**src/rtl/bsg_permute_sequencer.sv**
```systemverilog
// Streaming permute sequencer: applies one table pattern per accepted beat, cycling through a programmed count.
// Optional accepted-beat counter output beats_o is enabled by defining BSG_PERMUTE_SEQ_PERF_EN.
module bsg_permute_sequencer #(
   parameter  int els_p       = 4,
   parameter  int width_p     = 8,
   parameter  int depth_p     = 4,
   localparam int lg_els_lp   = $clog2(els_p),
   localparam int lg_depth_lp = $clog2(depth_p),
   localparam int pat_w_lp    = els_p * lg_els_lp
) (
   input  logic                       clk_i,
   input  logic                       reset_n_i,
   input  logic                       cfg_v_i,
   input  logic [lg_depth_lp-1:0]     cfg_addr_i,
   input  logic [pat_w_lp-1:0]        cfg_pattern_i,
   output logic                       cfg_ready_o,
   input  logic                       start_i,
   input  logic [lg_depth_lp:0]       num_i,
   input  logic                       stop_i,
   input  logic                       v_i,
   input  logic [els_p*width_p-1:0]   data_i,
   output logic                       ready_o,
   output logic                       v_o,
   output logic [els_p*width_p-1:0]   data_o,
   input  logic                       ready_i,
   output logic                       busy_o,
   output logic [lg_depth_lp-1:0]     pattern_idx_o
`ifdef BSG_PERMUTE_SEQ_PERF_EN
   ,
   output logic [31:0]                beats_o
`endif
);

   typedef enum logic [1:0] {
      e_idle,
      e_run,
      e_drain
   } state_e;

   state_e                      r_state;
   logic [pat_w_lp-1:0]         r_table [depth_p];
   logic [lg_depth_lp-1:0]      r_ptr;
   logic [lg_depth_lp:0]        r_len;
   logic                        r_v;
   logic [els_p*width_p-1:0]    r_data;

   logic                        w_accept;
   logic                        w_consume;
   logic                        w_ptr_last;
   logic [lg_depth_lp:0]        w_len_clamped;
   logic [pat_w_lp-1:0]         w_sel;
   logic [width_p-1:0]          w_elems [els_p];
   logic [els_p*width_p-1:0]    w_perm;

   assign ready_o       = (r_state == e_run) & (~r_v | ready_i);
   assign cfg_ready_o   = (r_state == e_idle);
   assign busy_o        = (r_state != e_idle);
   assign v_o           = r_v;
   assign data_o        = r_data;
   assign pattern_idx_o = r_ptr;

   assign w_accept   = v_i & ready_o;
   assign w_consume  = r_v & ready_i;
   assign w_ptr_last = ({1'b0, r_ptr} == (r_len - (lg_depth_lp+1)'(1)));

   // A zero or oversized count means "use the whole table".
   assign w_len_clamped = ((num_i == '0) || (num_i > (lg_depth_lp+1)'(depth_p)))
                          ? (lg_depth_lp+1)'(depth_p) : num_i;

   always_comb begin
      w_sel  = r_table[r_ptr];
      w_perm = '0;
      for (int i = 0; i < els_p; i++) begin
         w_elems[i] = data_i[i*width_p +: width_p];
      end
      for (int i = 0; i < els_p; i++) begin
         w_perm[i*width_p +: width_p] = w_elems[w_sel[i*lg_els_lp +: lg_els_lp]];
      end
   end

   always_ff @(posedge clk_i or negedge reset_n_i) begin
      if (!reset_n_i) begin
         r_state <= e_idle;
         r_ptr   <= '0;
         r_len   <= (lg_depth_lp+1)'(depth_p);
         r_v     <= 1'b0;
         r_data  <= '0;
         for (int d = 0; d < depth_p; d++) begin
            for (int i = 0; i < els_p; i++) begin
               r_table[d][i*lg_els_lp +: lg_els_lp] <= lg_els_lp'(i);
            end
         end
      end else begin
         case (r_state)
            e_idle: begin
               if (cfg_v_i) begin
                  r_table[cfg_addr_i] <= cfg_pattern_i;
               end
               if (start_i) begin
                  r_len   <= w_len_clamped;
                  r_ptr   <= '0;
                  r_state <= e_run;
               end
            end
            e_run: begin
               if (stop_i) begin
                  r_state <= e_drain;
               end
            end
            e_drain: begin
               if (!r_v || ready_i) begin
                  r_state <= e_idle;
               end
            end
            default: r_state <= e_idle;
         endcase

         // Accepts only happen in RUN, so this never collides with the start reload of r_ptr.
         if (w_accept) begin
            r_data <= w_perm;
            r_v    <= 1'b1;
            r_ptr  <= w_ptr_last ? '0 : r_ptr + lg_depth_lp'(1);
         end else if (w_consume) begin
            r_v <= 1'b0;
         end
      end
   end

`ifdef BSG_PERMUTE_SEQ_PERF_EN
   logic [31:0] r_beats;

   always_ff @(posedge clk_i or negedge reset_n_i) begin
      if (!reset_n_i) begin
         r_beats <= '0;
      end else if ((r_state == e_idle) && start_i) begin
         r_beats <= '0;
      end else if (w_accept) begin
         r_beats <= r_beats + 32'd1;
      end
   end

   assign beats_o = r_beats;
`endif

endmodule

```
**config.mk**
```make
export PLATFORM = sky130hd
export DESIGN_NAME = bsg_permute_sequencer
export DESIGN_NICKNAME = d
export VERILOG_FILES = /design/src/rtl/bsg_permute_sequencer.sv
export SDC_FILE = /design/constraint.sdc
export NUM_CORES = 1
export LEC_CHECK = 0
export BUFFER_PORTS_ARGS = -buffer_cell sky130_fd_sc_hd__clkbuf_2
export CORE_UTILIZATION = 56
export CTS_BUF_LIST = sky130_fd_sc_hd__clkbuf_4
export DETAILED_ROUTE_END_ITERATION = 16
export PLACE_DENSITY_LB_ADDON = 0.3
export SETUP_SLACK_MARGIN = 0.15
export SKIP_CTS_REPAIR_TIMING = 1
export SLEW_MARGIN = 20
export SYNTH_ARGS = -nofsm -noshare
export SYNTH_HDL_FRONTEND = slang
export SYNTH_SLANG_ARGS = --single-unit
export TNS_END_PERCENT = 20
```
**constraint.sdc**
```tcl
create_clock -name clk_i -period 2.1 [get_ports clk_i]
set_input_delay 0.42 -clock clk_i [delete_from_list [all_inputs] [get_ports clk_i]]
set_output_delay 0.42 -clock clk_i [all_outputs]
set_load 0.1 [all_outputs]
```
==> results.yml, run 1 <==
outcome:
  status: "finished, final reports clean"
logic_synthesis:
  yosysSeqAreaShare_pct: 46.7
  ys_async_sr_fraction_pct: 100
  netlist_area_sq_um: 3900
  synth.distinct_cells: 36
  yosys_warnings: 0
  syn_avg_cell_area_sq_um: 12.6
  yosysTopAreaCellShare_pct: 35.3
  synthCells: 309
  synthFlopType: "dfrtp_1"
  synth_area_leader_cell: "dfrtp_1"
  synth_edf_count: 0
  synth_fp_nets: 363
  ys_ff_latch: 72
  synth_area_leaders: "dfrtp_1, mux2i_1, dfstp_2"
clock_network:
  cts_tree: "done"
  clock_latency_ns: 0.42
  cts.sinks: 72
  clockRootBuffer: "clkbuf_4"
  h-tree-depth: 3
  numCtsBuffers: 9
  cts_max_path_buffers: 2
  clkTransAtPathRegs_ns: 0.12
placement:
  place_inst: 472
  portBuffers: 89
  dpl_cell_area_sq_um: 4470
  hpwl_mm: 6.44
  gp_congestion: 0.780
critical_path:
  worstReg2RegStart: "pattern_idx_o[0]$_DFFE_PN0P_"
  cp-start-kind: "flop"
  critPathCapture: "busy_o"
  r2r_end: "data_o[12]$_DFFE_PN0P_"
  cp-end-kind: "output port"
  reg2reg_setup_slack_ns: 0.20
  critPathMaxFanout: 6
  arrival_ns: 1.50
  reg2reg_depth: 5
  crit_path_start: "r_state[0]$_DFFE_PN0P_"
  critPathKind: "flop to output port"
  cp.required_ns: 1.68
sta:
  worst_slew_pin_slew_ns: 0.546
  setup_tns_ns: 0
  relSlewSlack_pct: 63.8
  final_hold_viol_count: 0
  rsz0062_at_grt: "true"
  timing.final.crit_share_pct: 91.5
  slew_violations: 0
  fmax_mhz: 520
  skew_ns: 0.0201
  min_period_ns: 1.92
  setup_viol: 0
detailed_routing:
  final_antenna_net_count: 0
  drc_errors: 0
  vias: 2958
  viasPerCell: 6.01
  drt-initial-drc-count: 140
  wl_mm: 9.14
  first_pass_iters: 4
  wl_per_cell_um: 18.6
final_layout:
  area_growth_pct: 19.7
  n_fill_cell: 537
  multi_input_area_sq_um: 1970
  register_area_sq_um: 1830
  fin_nets: 461
  fin_cells: 492
  layout-drive-gt1-share_pct: 46.6
  design_area_sq_um: 4670
  num_antenna_cells: 0
die:
  start_util_pct: 57.8
  rows: 30
  die_area_sq_um: 7310
  io_pins: 90
  coreArea_sq_um: 6760
  die-height_um: 85.5
  die_w_um: 85.5
global_route:
  antenna_found_initial: 0
  grtUsageTotal_pct: 26.6
  grt_pass1_wl_mm: 14.9
  gr-total-overflow: 0
  grt_pass1_vias: 3015
  grt_max_degree: 73
job:
  drv_cap: 0
min_path:
  hold_class: "primary input to asynchronous set/reset pin"
## area by class of cell
type / instances / area share, %
multi-input combinational: 213 / 42.2
clock inverter: 7 / 1.55
sequential: 72 / 39.1
inverter: 5 / 0.402
tap: 80 / 2.14
timing repair buffer: 106 / 13.1
clock buffer: 9 / 1.45
## how the worst min path moves through the flow
stage | from | to | slack, ns
floorplan | reset_n_i | data_o[0]$_DFFE_PN0P_ | 0.12
finish | reset_n_i | data_o[20]$_DFFE_PN0P_ | 0.007
CTS | reset_n_i | data_o[20]$_DFFE_PN0P_ | 0.01
detailed placement | data_o[18]$_DFFE_PN0P_ | data_o[18]$_DFFE_PN0P_ | 0.47
global route | reset_n_i | data_o[20]$_DFFE_PN0P_ | 0.02
global placement | data_o[16]$_DFFE_PN0P_ | data_o[16]$_DFFE_PN0P_ | 0.47
## sequential cells by signal (all words and copies together), names as in the netlist
signal,count
data_o,32
r_table,32
r_len,3
pattern_idx_o,2
r_state,2
v_o,1
## logic make-up (layout without fill, tap and decap cells)
family                     Yosys count  in the layout  synth area share, %
xor gates and xnor gates             3              3                0.673
DFF                                 72             72                 46.7
buffers and inverters               24            127                 4.10
AOI/OAI and AO/OA                   38             38                 8.49
adders and majority gates            2              2                0.641
and+or+nand+nor                     65             65                 8.08
muxes                              105            105                 31.3
## worst max-delay path: stages (launching register included)
cell	delay [ns]
dfrtp_1	0.45
nor2_4	0.22
inv_1	0.06
clkbuf_2	0.36
## cells in the mapped netlist, types with 5 or more instances
cell      count
buf_6         9
mux2i_1      61
nand2_1      38
clkbuf_1      5
nand3_1       6
nand2b_1      7
dfrtp_1      55
inv_1         5
mux2_2       32
mux4_2        5
dfstp_2      17
o221ai_1     28
## placed cells by master (no fill, tap or decap), types with 3 or more instances in the layout
cell	instances
clkbuf_4	10
buf_6	3
o221ai_1	28
mux2i_1	61
dfstp_2	17
clkbuf_2	85
mux2_2	24
o221a_1	4
inv_1	5
buf_2	3
o21ai_0	3
dfrtp_1	53
nand2_1	37
nand3_1	6
mux4_2	5
mux4_1	3
nand2b_1	5
mux2_4	12
buf_4	12
## per-layer routing
layer	GRT usage, %	vias to the layer above	wire length, um
met5	0	-	0
met4	11.2	0	237
met3	4.23	19	467
met2	43.0	102	4440
met1	36.0	1465	4000
li1	-	1372	-
## metrics by stage
step	hold slack (ns)	setup slack, ns	utilization [%]
3_5_place_dp	0.473	0.0703	66.2
6_report	0.00729	0.178	69.2
4_1_cts	0.0146	0.0580	68.2
5_1_grt	0.0162	0.113	69.2
2_1_floorplan	0.124	0.0159	-
3_3_place_gp	0.469	0.127	66.2
Power of run 1 is left out: the tool's default activity adds up to more than one toggle a clock period on the data nets, which glitch-free logic cannot reach.
==> run 2, diff against run 1 <==
--- a/config.mk
+++ b/config.mk
@@ -6,7 +6,7 @@
 export NUM_CORES = 1
 export LEC_CHECK = 0
 export BUFFER_PORTS_ARGS = -buffer_cell sky130_fd_sc_hd__clkbuf_2
-export CORE_UTILIZATION = 56
+export CORE_UTILIZATION = 35
 export CTS_BUF_LIST = sky130_fd_sc_hd__clkbuf_4
 export DETAILED_ROUTE_END_ITERATION = 16
 export PLACE_DENSITY_LB_ADDON = 0.3
==> constraint.sdc (replaced) <==
create_clock -name clk_i -period 1.7 [get_ports clk_i]
set_input_delay 0.34 -clock clk_i [delete_from_list [all_inputs] [get_ports clk_i]]
set_output_delay 0.34 -clock clk_i [all_outputs]
set_load 0.1 [all_outputs]
==> results.yml, run 2 (synthesis gave the netlist of run 1 again) <==
detailed_routing:
  wl_per_cell_um: 17.7
  vias: 3081
  final_antenna_net_count: 0
  drt-initial-drc-count: 122
  wl_mm: 10.3
  first_pass_iters: 4
  viasPerCell: 5.29
  drc_errors: 0
outcome:
  status: "finished with violations"
  violations: "negative setup slack"
die:
  start_util_pct: 36.0
  coreArea_sq_um: 10800
  io_pins: 90
  die-height_um: 108
  rows: 38
  die_w_um: 108
  die_area_sq_um: 11600
critical_path:
  slowest_delay_ns: 0.56
  r2r_end: "data_o[15]$_DFFE_PN0P_"
  cp_top_family: "multiplexers"
  path_cells: "buf_6 > mux4_2 > mux2_4 > o221a_1"
  cpMaxStageDelayCell: "mux4_2"
  critPathMaxFanout: 5
  reg2reg_setup_slack_ns: -0.13
  cp-start-kind: "flop"
  reg2reg_depth: 4
  cp.required_ns: 2.01
  arrival_ns: 2.14
  crit_buf_inv: 1
  worstReg2RegStart: "pattern_idx_o[0]$_DFFE_PN0P_"
  critPathKind: "flop to flop"
  cp-end-kind: "flop"
sta:
  rsz0062_at_grt: "true"
  relSlewSlack_pct: 73.0
  setup_tns_ns: -2.74
  whs_ns: 0.160
  worst_slew_pin_slew_ns: 0.405
  min_period_ns: 1.83
  timing.final.crit_share_pct: 108
  timing.final.ws_setup_ns: -0.128
  slew_violations: 0
  fmax_mhz: 547
  setup_viol: 34
  final_hold_viol_count: 0
  skew_ns: 0.0126
placement:
  dpl_cell_area_sq_um: 4830
  hpwl_mm: 7.51
  place_inst: 556
  gp_congestion: 0.805
  portBuffers: 89
global_route:
  grt_pass1_wl_mm: 15.8
  grt_max_degree: 41
  grtUsageTotal_pct: 18.0
  gr-total-overflow: 0
  antenna_found_initial: 0
  grt_pass1_vias: 3045
clock_network:
  clock_latency_ns: 0.42
  numCtsBuffers: 9
  h-tree-depth: 3
  clockRootBuffer: "clkbuf_4"
  cts_tree: "done"
  cts_max_path_buffers: 2
  clkTransAtPathRegs_ns: 0.12
  cts.sinks: 72
min_path:
  holdPathStages: 2
  min_from: "stop_i"
  hold_class: "primary input to flop"
  hold_end: "r_state[1]$_DFFE_PN0P_"
job:
  drv_cap: 0
final_layout:
  num_antenna_cells: 0
  final_cell_mix: "mux2i_1, dfrtp_1, clkbuf_2"
  fin_nets: 491
  fin_cells: 582
  n_fill_cell: 1013
  design_area_sq_um: 5270
  area_growth_pct: 34.9
  final_common_cell: "mux2i_1"
  layout-drive-gt1-share_pct: 52.3
run 2: layer usage:
metal	up-vias	wire length, um	track usage [%]
met2	88	5050	29.6
met3	11	524	3.69
met4	0	131	6.07
li1	1429	-	-
met1	1553	4580	23.3
met5	-	0	0
run 2: worst max-delay path by stage:
stage / from / to / slack (ns) / cells past startpoint
final: pattern_idx_o[0]$_DFFE_PN0P_ / data_o[15]$_DFFE_PN0P_ / -0.13 / 4
after global routing: pattern_idx_o[0]$_DFFE_PN0P_ / data_o[2]$_DFFE_PN0P_ / -0.19 / 5
after CTS: r_state[0]$_DFFE_PN0P_ / busy_o / -0.24 / 3
after detailed placement: pattern_idx_o[0]$_DFFE_PN0P_ / data_o[28]$_DFFE_PN0P_ / -0.16 / 4
after global placement: pattern_idx_o[0]$_DFFE_PN0P_ / data_o[27]$_DFFE_PN0P_ / -0.13 / 4
after floorplan: pattern_idx_o[0]$_DFFE_PN0P_ / data_o[23]$_DFFE_PN0P_ / -0.37 / 5
run 2: through the flow:
step,setup WS (ns),utilization [%]
floorplan,-0.366,-
global placement,-0.132,44.6
detailed placement,-0.155,44.6
CTS,-0.235,46.1
global route,-0.190,48.6
finish,-0.128,48.6
run 2: final cells by class:
class	count	area (sq um)	area share (%)
Timing Repair Buffer	136	1070	20.3
Inverter	5	18.8	0.356
Multi-Input combinational cell	213	2010	38.2
Clock inverter	6	83.8	1.59
Clock buffer	10	75.1	1.43
Sequential cell	72	1830	34.8
Tap cell	140	175	3.33
Power of run 2 is left out for the same reason.
